<file path="src/rtl/if_fetch_unit.sv">
// if_fetch_unit
// Instruction-fetch front end and writer side of the IF/ID pipeline register.
// Owns the PC, fetches over a variable-latency req/ready handshake and holds
// one fetched instruction in a single-entry buffer until the IF/ID register
// takes it.
//
// Ports
//   clk            rising-edge clock
//   reset          asynchronous active-low reset
//   pc_write       hazard unit: 0 = IF/ID stalled, buffer holds
//   branch_taken   EX redirect pulse
//   branch_target  redirect PC, valid with branch_taken
//   imem_req       instruction memory request
//   imem_addr      request address, held until imem_ready
//   imem_ready     response valid (ignored when imem_req=0)
//   imem_rdata     instruction returned with imem_ready
//   PC_Out         buffered instruction PC
//   Instruction    buffered instruction
//   IF_ID_Write    IF/ID load enable
//   flush_IFID     IF/ID clear
module if_fetch_unit #(
    parameter logic [63:0] RESET_PC = 64'h0,
    parameter int unsigned PC_INCR  = 4
) (
    input  logic        clk,
    input  logic        reset,
    input  logic        pc_write,
    input  logic        branch_taken,
    input  logic [63:0] branch_target,
    output logic        imem_req,
    output logic [63:0] imem_addr,
    input  logic        imem_ready,
    input  logic [31:0] imem_rdata,
    output logic [63:0] PC_Out,
    output logic [31:0] Instruction,
    output logic        IF_ID_Write,
    output logic        flush_IFID
);

    typedef enum logic [1:0] {
        FETCH = 2'd0,
        STALL = 2'd1,
        DRAIN = 2'd2
    } state_t;

    state_t      state_q,      state_d;
    logic [63:0] pc_q,         pc_d;
    logic [63:0] fb_pc_q,      fb_pc_d;
    logic [31:0] fb_instr_q,   fb_instr_d;
    logic        fb_valid_q,   fb_valid_d;
    logic [63:0] drain_addr_q, drain_addr_d;

    logic consume;
    logic req_raw;

    // The buffer is handed to IF/ID only when it holds something, the
    // hazard unit lets it through and no redirect is squashing it.
    assign consume = fb_valid_q & pc_write & ~branch_taken;

    // STALL only requests when the buffer is emptied on the same edge, so a
    // response can never arrive into a full buffer.
    always_comb begin
        req_raw = 1'b0;
        case (state_q)
            FETCH:   req_raw = 1'b1;
            DRAIN:   req_raw = 1'b1;
            STALL:   req_raw = consume;
            default: req_raw = 1'b0;
        endcase
    end

    assign imem_req    = reset & req_raw;
    assign imem_addr   = (state_q == DRAIN) ? drain_addr_q : pc_q;
    assign PC_Out      = fb_pc_q;
    assign Instruction = fb_instr_q;
    assign IF_ID_Write = reset & consume;
    assign flush_IFID  = reset & branch_taken;

    always_comb begin
        state_d      = state_q;
        pc_d         = pc_q;
        fb_pc_d      = fb_pc_q;
        fb_instr_d   = fb_instr_q;
        fb_valid_d   = fb_valid_q;
        drain_addr_d = drain_addr_q;

        if (branch_taken) begin
            // Redirect wins over everything: any response on this edge is dropped.
            pc_d       = branch_target;
            fb_valid_d = 1'b0;
            case (state_q)
                FETCH: begin
                    // A request still in flight must be completed at its old
                    // address before the target can be requested.
                    if (!imem_ready) begin
                        drain_addr_d = pc_q;
                        state_d      = DRAIN;
                    end else begin
                        state_d = FETCH;
                    end
                end
                STALL:   state_d = FETCH;
                // The drained request finishing on this edge ends the drain;
                // otherwise keep draining with the newer target queued in pc.
                DRAIN:   state_d = imem_ready ? FETCH : DRAIN;
                default: state_d = FETCH;
            endcase
        end else begin
            case (state_q)
                FETCH: begin
                    if (imem_ready) begin
                        fb_pc_d    = pc_q;
                        fb_instr_d = imem_rdata;
                        fb_valid_d = 1'b1;
                        pc_d       = pc_q + 64'(PC_INCR);
                        state_d    = STALL;
                    end
                end
                STALL: begin
                    if (consume) begin
                        if (imem_ready) begin
                            fb_pc_d    = pc_q;
                            fb_instr_d = imem_rdata;
                            fb_valid_d = 1'b1;
                            pc_d       = pc_q + 64'(PC_INCR);
                        end else begin
                            // Request stays open; FETCH keeps req/addr stable.
                            fb_valid_d = 1'b0;
                            state_d    = FETCH;
                        end
                    end
                end
                DRAIN: begin
                    if (imem_ready) begin
                        state_d = FETCH;
                    end
                end
                default: state_d = FETCH;
            endcase
        end
    end

    always_ff @(posedge clk or negedge reset) begin
        if (!reset) begin
            state_q      <= FETCH;
            pc_q         <= RESET_PC;
            fb_pc_q      <= 64'h0;
            fb_instr_q   <= 32'h0;
            fb_valid_q   <= 1'b0;
            drain_addr_q <= 64'h0;
        end else begin
            state_q      <= state_d;
            pc_q         <= pc_d;
            fb_pc_q      <= fb_pc_d;
            fb_instr_q   <= fb_instr_d;
            fb_valid_q   <= fb_valid_d;
            drain_addr_q <= drain_addr_d;
        end
    end

endmodule
</file>
<file path="config.mk">
export PLATFORM = sky130hd
export DESIGN_NAME = if_fetch_unit
export DESIGN_NICKNAME = d
export VERILOG_FILES = /design/src/rtl/if_fetch_unit.sv
export SDC_FILE = /design/constraint.sdc
export NUM_CORES = 1
export LEC_CHECK = 0
export CORE_ASPECT_RATIO = 1.25
export CORE_MARGIN = 1
export CORE_UTILIZATION = 29
export CTS_CLUSTER_DIAMETER = 60
export DETAILED_ROUTE_END_ITERATION = 16
export PLACE_DENSITY = 0.51
export RECOVER_POWER = 100
export SKIP_CTS_REPAIR_TIMING = 1
export SLEW_MARGIN = 20
export SYNTH_ARGS = -nofsm -noshare
export SYNTH_HDL_FRONTEND = slang
export SYNTH_SLANG_ARGS = --single-unit
export TNS_END_PERCENT = 30
</file>
<file path="constraint.sdc">
create_clock -name clk -period 3.7 [get_ports clk]
set_input_delay 0.925 -clock clk [delete_from_list [all_inputs] [get_ports clk]]
set_output_delay 0.925 -clock clk [all_outputs]
set_load 0.005 [all_outputs]
</file>
# Word level (Yosys, flattened, before mapping)
# Index checks and enable logic that the tools add are counted.
classes:
  muxes: 25
  n_addsub: 1
  n_bitwise: 7
  n_reduce_logical: 9
  n_eq_ne: 7
op_table:
  columns: ["op", "count"]
  rows:
  - ["64-bit 2-to-1 mux", 6]
  - ["64-bit one-hot mux with 2 select lines", 2]
  - ["64-bit by 3-bit adder with 64-bit output (second input constant)", 1]
  - ["32-bit 2-to-1 mux", 2]
  - ["32-bit one-hot mux with 2 select lines", 1]
  - ["2-bit 2-to-1 mux", 7]
  - ["3-bit inequality test (second input constant)", 4]
  - ["3-bit AND reduction", 3]
  - ["2-bit one-hot mux with 3 select lines", 1]
  - ["1-bit bitwise AND", 5]
  - ["1-bit 2-to-1 mux", 4]
  - ["1-bit one-hot mux with 2 select lines", 2]
  - ["4-bit AND reduction", 1]
  - ["3-bit nonzero test", 1]
  - ["2-bit by 1-bit == test with 1-bit output (second input constant)", 1]
  - ["2-bit == test (second input constant)", 1]
  - ["2-bit zero test", 1]
  - ["2-bit inequality test (second input constant)", 1]
  - ["1-bit inverter", 2]
  - ["2-bit AND reduction", 1]
  - ["2-bit nonzero test", 1]
  - ["2-bit OR reduction", 1]
word_totals:
  reg_bits: 227
  in_bits: 101
  output_inout_bits: 163

# Longest topological paths before layout
logic_depth:
  depth_word: 5
  ltp_mapped: 8
  mapped_depth_nobuf: 6

# Worst setup path after synthesis
# No wires, ideal clock.
synth_path:
  path_type: "input port to output port"
  startpoint: "input port branch_taken"
  endpoint: "output port flush_IFID"
  t_arrival_ps: 1915
  required_time_ps: 2775
  path_buffers: 3
  setup_slack_ps: 860
  stages: 4
  cell_sequence: "clkbuf_1 -> clkbuf_1 -> clkbuf_1 -> and2_1"
synth_between:
  elab_chain_len: 1
synth_lines:
  columns: ["item", "line", "text"]
  rows:
  - ["from (decl)", "28", "input logic branch_taken,"]
  - ["1-bit bitwise AND", "77", "assign flush_IFID = reset & branch_taken;"]
  - ["to (decl)", "37", "output logic flush_IFID"]
# Every way passes these cells.

# Worst setup path in the final report
layout_path:
  startpoint: "register state_q[1]"
  endpoint: "output port imem_addr[32]"
layout_between:
  elab_chain_len: 2
layout_lines:
  columns: ["item", "line", "text"]
  rows:
  - ["from (decl)", "46", "state_t state_q, state_d;"]
  - ["from (signal assigned)", "152", "state_q <= state_d;"]
  - ["2-bit == test", "73", "assign imem_addr = (state_q == DRAIN) ? drain_addr_q : pc_q;"]
  - ["64-bit 2-to-1 mux", "73", null]
  - ["to (decl)", "31", "output logic [63:0] imem_addr,"]
# Every way passes these cells.

==> flow_metrics.env <==
export IMPL_final_total_pwr_uw=7940
export IMPL_floorplan_die_width_um=176
export IMPL_critPathArrivalTime_ns=2.60
export IMPL_globalRouteTotalUtil_pct=17.6
export IMPL_syn_nets=1036
export IMPL_synth_adder_area_share_pct=0.115
export IMPL_grt_first_pass_wirelength_um=51700
export IMPL_cellPowerDensity_mw_per_mm2=532
export IMPL_synthesis_area_mm2=0.0109
export IMPL_worstSetupStartpointType="flop"
export IMPL_timing_hold_ws_ns=0.313
export IMPL_report_final_setup_viol=0
export IMPL_timing_worst_setup_path_type="flop to output pin"
export IMPL_setup_ws_ns=0.171
export IMPL_synthToLayoutAreaGrowth_pct=36.7
export IMPL_dp_slack_ns=0.332
export IMPL_quantity_of_i_o_buffers_inserted_on_ports=263
export IMPL_cts_path_max_buffers=3
export IMPL_netlist_cell_type_count=52
export IMPL_wire_per_inst_um=19.9
export IMPL_post_route_drc_count=0
export IMPL_main_area_contributors_after_synthesis="sky130_fd_sc_hd__dfrtp_1 52%, sky130_fd_sc_hd__mux2_2 23%, sky130_fd_sc_hd__nand2_1 2.5%, sky130_fd_sc_hd__o21ai_0 2.3%, sky130_fd_sc_hd__nand4_1 1.9%"
export IMPL_max_slew_worst_pin_slew_ns=1.94
export IMPL_timing_max_transition_violations_final=132
export IMPL_synth_flop_cell="sky130_fd_sc_hd__dfrtp_1"
export IMPL_io_pins=264
export IMPL_start_util_pct=29.4
export IMPL_timing_fmax_mhz=283
export IMPL_floorplan_rows=79
export IMPL_gp_congestion=0.832
export IMPL_seq_area_frac_synth_pct=52.0
export IMPL_post_drt_via_cell_ratio=4.96
export IMPL_synth_compound_area_share_pct=5.22
export IMPL_count_of_routing_violations_after_the_opening_detailed_route_iteration=261
export IMPL_number_of_enable_type_register_cells_in_the_synthesized_netlist=0
export IMPL_h_tree_depth=1
export IMPL_yosys_top_cells_count="227 x sky130_fd_sc_hd__dfrtp_1, 219 x sky130_fd_sc_hd__mux2_2, 73 x sky130_fd_sc_hd__nand2_1"
export IMPL_max_cap_viol_count=2
export IMPL_synth_top_area_cell="sky130_fd_sc_hd__dfrtp_1"
export IMPL_syn_instance_count=934
export IMPL_floorplan_die_height_um=219
export IMPL_worstSkewPairLatency_ns=0.56
export IMPL_post_synth_mux_area_share_pct=23.1
export IMPL_critical_path_peak_fanout=32
export IMPL_globalRoute_totalOverflow=0
export IMPL_share_of_synthesized_registers_carrying_an_async_set_or_reset_pct=100
export IMPL_clk_transition_reported_paths_ns=0.05
export IMPL_crit_path_capture_type="output pin"
export IMPL_cp_data_required_time_ns=2.77
export IMPL_num_vias=8384
export IMPL_postSynthRegisterBits=227
export IMPL_area_used_by_multi_input_combinational_logic_mm2=0.00492
export IMPL_failed_checks="capacitance limit, slew limit"
export IMPL_combinational_family_with_the_most_area_after_synthesis="multiplexers"
export IMPL_rsz0062_at_grt="no"
export IMPL_fin_skew_ns=0.0270
export IMPL_initial_antenna_violation_count=3
export IMPL_yosysMostFrequentCell="sky130_fd_sc_hd__dfrtp_1"
export IMPL_synth_top_area_share_pct=52.0
export IMPL_worst_ir_drop_vdd_mv=0.357
export IMPL_drt_antenna_violating_nets=0
export IMPL_synth_xor_area_share_pct=2.81
export IMPL_clockRootBuffer="sky130_fd_sc_hd__clkbuf_16"
export IMPL_fin_cells=1690
export IMPL_worst_slew_margin_rel_pct=-29.1
export IMPL_cts_tree="built"
export IMPL_dp_cells=1639
export IMPL_yosysWarningCount=0
export IMPL_final_hold_violation_count=0
export IMPL_syn_mean_instance_area_um2=11.7
export IMPL_finish_net_count=1285
export IMPL_post_dp_hpwl_um=23900
export IMPL_tritoncts_num_buffers=28
export IMPL_final_period_minus_worst_setup_slack_ns=3.53
export IMPL_tns_ns=0
export IMPL_status="finished, violations left"
export IMPL_grt_max_degree=153
export IMPL_firstDrtPassIters=4
export IMPL_register_area_mm2=0.00568
export IMPL_placeable_core_area_mm2=0.0372
export IMPL_cts_num_sinks=227
export IMPL_drive_above_1_share_pct=23.5
export IMPL_power_leakage_uw=0.00591
export IMPL_post_route_clock_period_utilization_pct=95.4
export IMPL_totalWireLength_um=33700
export IMPL_post_synth_and_or_nand_nor_area_fraction_pct=14.1
export IMPL_fillers=3683
export IMPL_die_area_mm2=0.0384
export IMPL_number_of_global_route_vias_before_repair=8604
export IMPL_holdCritPathClass="primary input to asynchronous set/reset pin"
## per-layer routing
metal,wire length [µm],track usage (%),vias up
met4,721,5.51,2
met3,1980,3.81,39
met1,13500,20.8,4233
met2,17500,31.4,212
li1,-,-,3898
met5,8,0,-
## worst max-delay path: stages, from the launching register on
cell and delay [ns]:
sky130_fd_sc_hd__dfrtp_1 0.47, sky130_fd_sc_hd__nor2b_1 0.21, sky130_fd_sc_hd__buf_4 0.46, sky130_fd_sc_hd__mux2_2 0.39, sky130_fd_sc_hd__clkdlybuf4s50_1 0.50
## state kept, by name (all words and copies together) (netlist names)
register      count
Instruction      32
PC_Out           64
drain_addr_q     64
fb_valid_q        1
pc_q             64
state_q           2
## through the flow
stage / util (%) / cell area [µm²]
2_1_floorplan: - / 10900
3_3_place_gp: 38.1 / 14200
3_5_place_dp: 38.1 / 14200
4_1_cts: 40.5 / 15100
5_1_grt: 40.1 / 14900
6_report: 40.2 / 14900
## cells in the final DEF (no fill, tap or decap), types with 15 or more instances in the layout
master	count
sky130_fd_sc_hd__dlygate4sd3_1	104
sky130_fd_sc_hd__xnor2_1	17
sky130_fd_sc_hd__xor2_1	18
sky130_fd_sc_hd__clkdlybuf4s50_1	157
sky130_fd_sc_hd__nand4_1	34
sky130_fd_sc_hd__clkbuf_16	29
sky130_fd_sc_hd__buf_4	15
sky130_fd_sc_hd__clkbuf_1	17
sky130_fd_sc_hd__nand3_1	27
sky130_fd_sc_hd__o21ai_0	51
sky130_fd_sc_hd__nor4_1	22
sky130_fd_sc_hd__dfrtp_1	227
sky130_fd_sc_hd__a31oi_1	19
sky130_fd_sc_hd__mux2_2	215
sky130_fd_sc_hd__nor2_1	36
sky130_fd_sc_hd__nand2_1	73
## final cells by class
class	count	share of cell area, %
Inverter	5	0.126
Clock inverter	6	0.587
Multi-Input combinational cell	634	32.9
Tap cell	486	4.07
Clock buffer	43	5.48
Antenna cell	2	0.0335
Sequential cell	227	38.1
Timing Repair Buffer	287	18.7
## final timing paths
kind	startpoint	to	slack [ns]	cells past startpoint
worst max-delay path	state_q[1]$_DFFE_PN0P_	imem_addr[32]	0.17	4
worst min-delay path	reset	fb_valid_q$_DFFE_PN0P_	0.31	1
worst max register to register	state_q[0]$_DFFE_PN0P_	PC_Out[19]$_DFFE_PN0P_	0.83	5
worst min register to register	PC_Out[27]$_DFFE_PN0P_	PC_Out[27]$_DFFE_PN0P_	0.48	2
max in group asynchronous	reset	PC_Out[13]$_DFFE_PN0P_	0.68	3
min in group clk	PC_Out[27]$_DFFE_PN0P_	PC_Out[27]$_DFFE_PN0P_	0.48	2
## power breakdown
part,leakage [µW],switching (µW),internal [µW]
Sequential,0.00269,368,3020
Combinational,0.00277,638,1180
Clock,0.000443,1080,1650
Total,0.00591,2090,5850
## cells by family (layout without fill, tap and decap cells)
kind of cell | after synthesis | after routing
DFF | 227 | 227
muxes | 224 | 224
buffers and inverters | 73 | 341
other | 0 | 2
AOI/OAI and AO/OA | 94 | 94
xor gates and xnor gates | 35 | 35
and+or+nand+nor | 280 | 280
adders and majority gates | 1 | 1
No activity file was read; power rests on OpenSTA's default activity.
==> variant: new RTL, same settings <==
Encoding of `state_t`: now one-hot (3 bits for 3 states).
--- a/src/rtl/if_fetch_unit.sv
+++ b/src/rtl/if_fetch_unit.sv
@@ -39,6 +39,6 @@
 
-    typedef enum logic [1:0] {
-        FETCH = 2'd0,
-        STALL = 2'd1,
-        DRAIN = 2'd2
+    typedef enum logic [2:0] {
+        FETCH = 3'b001,
+        STALL = 3'b010,
+        DRAIN = 3'b100
     } state_t;
Function: no difference found for any inputs over 4 cycles, from zero or initial values and one cycle with reset low; so few cycles prove little.
==> variant against the unedited design <==
The flow still finishes with violations (max-capacitance violations, max-slew violations). Combinational power up 31%. Setup slack got worse by 0.023 ns. Sequential share of layout area increased by 0.45 points. Sequential power up 11%. Synthesized area is 2.0% lower. Design area fell by 0.70%. Die area is 2.0% lower. Wire length fell by 6.2%. Total power up 10%. Hold slack got worse by 0.096 ns. Synthesized cell count fell by 2.5%. Sequential cell count up 1. Largest power group unchanged.
==> variant: results (changes against the unedited design) <==
* Status: finished with violations
* Violated checks: max-capacitance violations, max-slew violations
* Mapped Nets at 1013 (-2.2%)
* Worst slew pin tran at 1.821 ns (-0.1158 ns)
* Synth cell types at 45 (-13%)
* Largest net degree at the start of global routing at 128 (-16%)
* Reg2Reg Setup Slack at 0.72 ns (-0.11 ns)
* Fillers at 3537 (-4.0%)
* Setup ws final at 0.1487 ns (-0.02255 ns)
* Reg2reg end: pc_q[60]
* Gpl congestion at 0.7495 (-10%)
* Nets at 1276 (-0.70%)
* M1 GR Usage at 20.40% (-0.37 points)
* Pleak at 5.767 nW (-2.4%)
* R2R cell count at 6 (+1)
* Initial DRC count at 238 (-8.8%)
* Slowest cell on crit path: dlygate4sd3_1
* WL per Instance at 18.84 microns (-5.4%)
* Largest cells by area after synthesis: dfrtp_1, mux2_2, o21ai_0
* DRT Pass-1 Iters at 4 (unchanged)
* WHS at 0.2172 ns (-0.09598 ns)
* Vias/cell at 4.806 (-3.1%)
* Dpl cell area at 14010 sq um (-1.0%)
* CP startpoint: state_q[0]
* Max-cap violations at 1 (-1)
* First-pass GRT wire length at 49090 microns (-5.1%)
* GRT Total Usage at 16.70% (-0.85 points)
* Pre-CTS WS at 0.06994 ns (-0.2624 ns)
* Ratio of cells with drive above 1 in the final layout at 24.10% (+0.64 points)
* Post-synthesis sequential area ratio at 53.35% (+1.3 points)
* Met2 GRT Util at 29.61% (-1.8 points)
* Worst-path maximum fanout at 18 (-44%)
* Synth top cells by count: dfrtp_1, mux2_2, nand2_1, o21ai_0, nor2_1
* GR Util met3 at 3.232% (-0.58 points)
* Max stage delay on crit path at 0.57 ns (+0.07 ns)
* Worst path bufs/invs at 3 (+1)
* Worst EP arrival at 2.63 ns (+0.03 ns)
* Final Skew at 0.01601 ns (-0.01101 ns)
* Worst-skew pair later-pin latency at 0.54 ns (-0.02 ns)
* Final Max Tran Viols at 128 (-3.0%)
* Hpwl dp at 22550 microns (-5.7%)
* Worst VDD drop at 0.2904 mV (-19%)
* Initial antenna violation count at 1 (-2)
* Vias in the first global route at 8298 (-3.6%)
[variant: metrics by stage]
step,cells,power (mW)
after floorplan,911,4.831
after global placement,1624,6.418
after detailed placement,1624,6.466
after CTS,1675,9.153
after global routing,1676,9.293
final,1676,8.768
[variant: layer usage]
layer,up-vias,share of wire [%]
met4,0,2.0
met2,191,51
li1,3825,-
met5,-,0
met3,40,5.4
met1,3999,42
[variant: cells by family after synthesis]
family,Yosys count,share of synthesized area (%)
AO/OA/AOI/OAI,114,6.386
XOR/XNOR,32,2.620
adder cells (fa/ha/maj),1,0.1169
AND/OR/NAND/NOR,249,12.15
flip-flops,228,53.35
buffers and inverters,71,2.655
multiplexers,216,22.73
[variant: worst reg2reg max path, delay by kind of cell, from the launching register on]
family                 cells  cell delay, ns
and+or+nand+nor            4            1.97
DFF                        1            0.49
buffers and inverters      1            0.25
AOI/OAI and AO/OA          1            0.18
[variant: power by group through the flow]
stage / clock network (mW) / registers, mW / logic [mW]
after detailed placement: 0 / 3.84 / 2.62
final: 2.63 / 3.77 / 2.37
after global placement: 0 / 3.82 / 2.60
after floorplan: 0 / 3.76 / 1.07
after global routing: 2.82 / 3.90 / 2.58
after CTS: 2.71 / 3.80 / 2.64
[variant: final cells by class]
cell class                      count  area, sq um  area share (%)
Tap cell                          480        600.6           4.053
Inverter                           10        37.54          0.2533
Antenna cell                        1        2.502         0.01689
Timing Repair Buffer              294         2878           19.42
Clock inverter                      6        36.28          0.2449
Clock buffer                       45        845.8           5.708
Multi-Input combinational cell    612         4711           31.79
Sequential cell                   228         5707           38.51
[variant: worst min-delay path by stage]
stage,start,endpoint,cells past startpoint
2_1_floorplan,drain_addr_q[17],drain_addr_q[17],2
3_3_place_gp,drain_addr_q[32],drain_addr_q[32],2
3_5_place_dp,drain_addr_q[7],drain_addr_q[7],2
4_1_cts,reset,fb_valid_q,1
5_1_grt,reset,fb_valid_q,1
6_report,reset,fb_valid_q,1
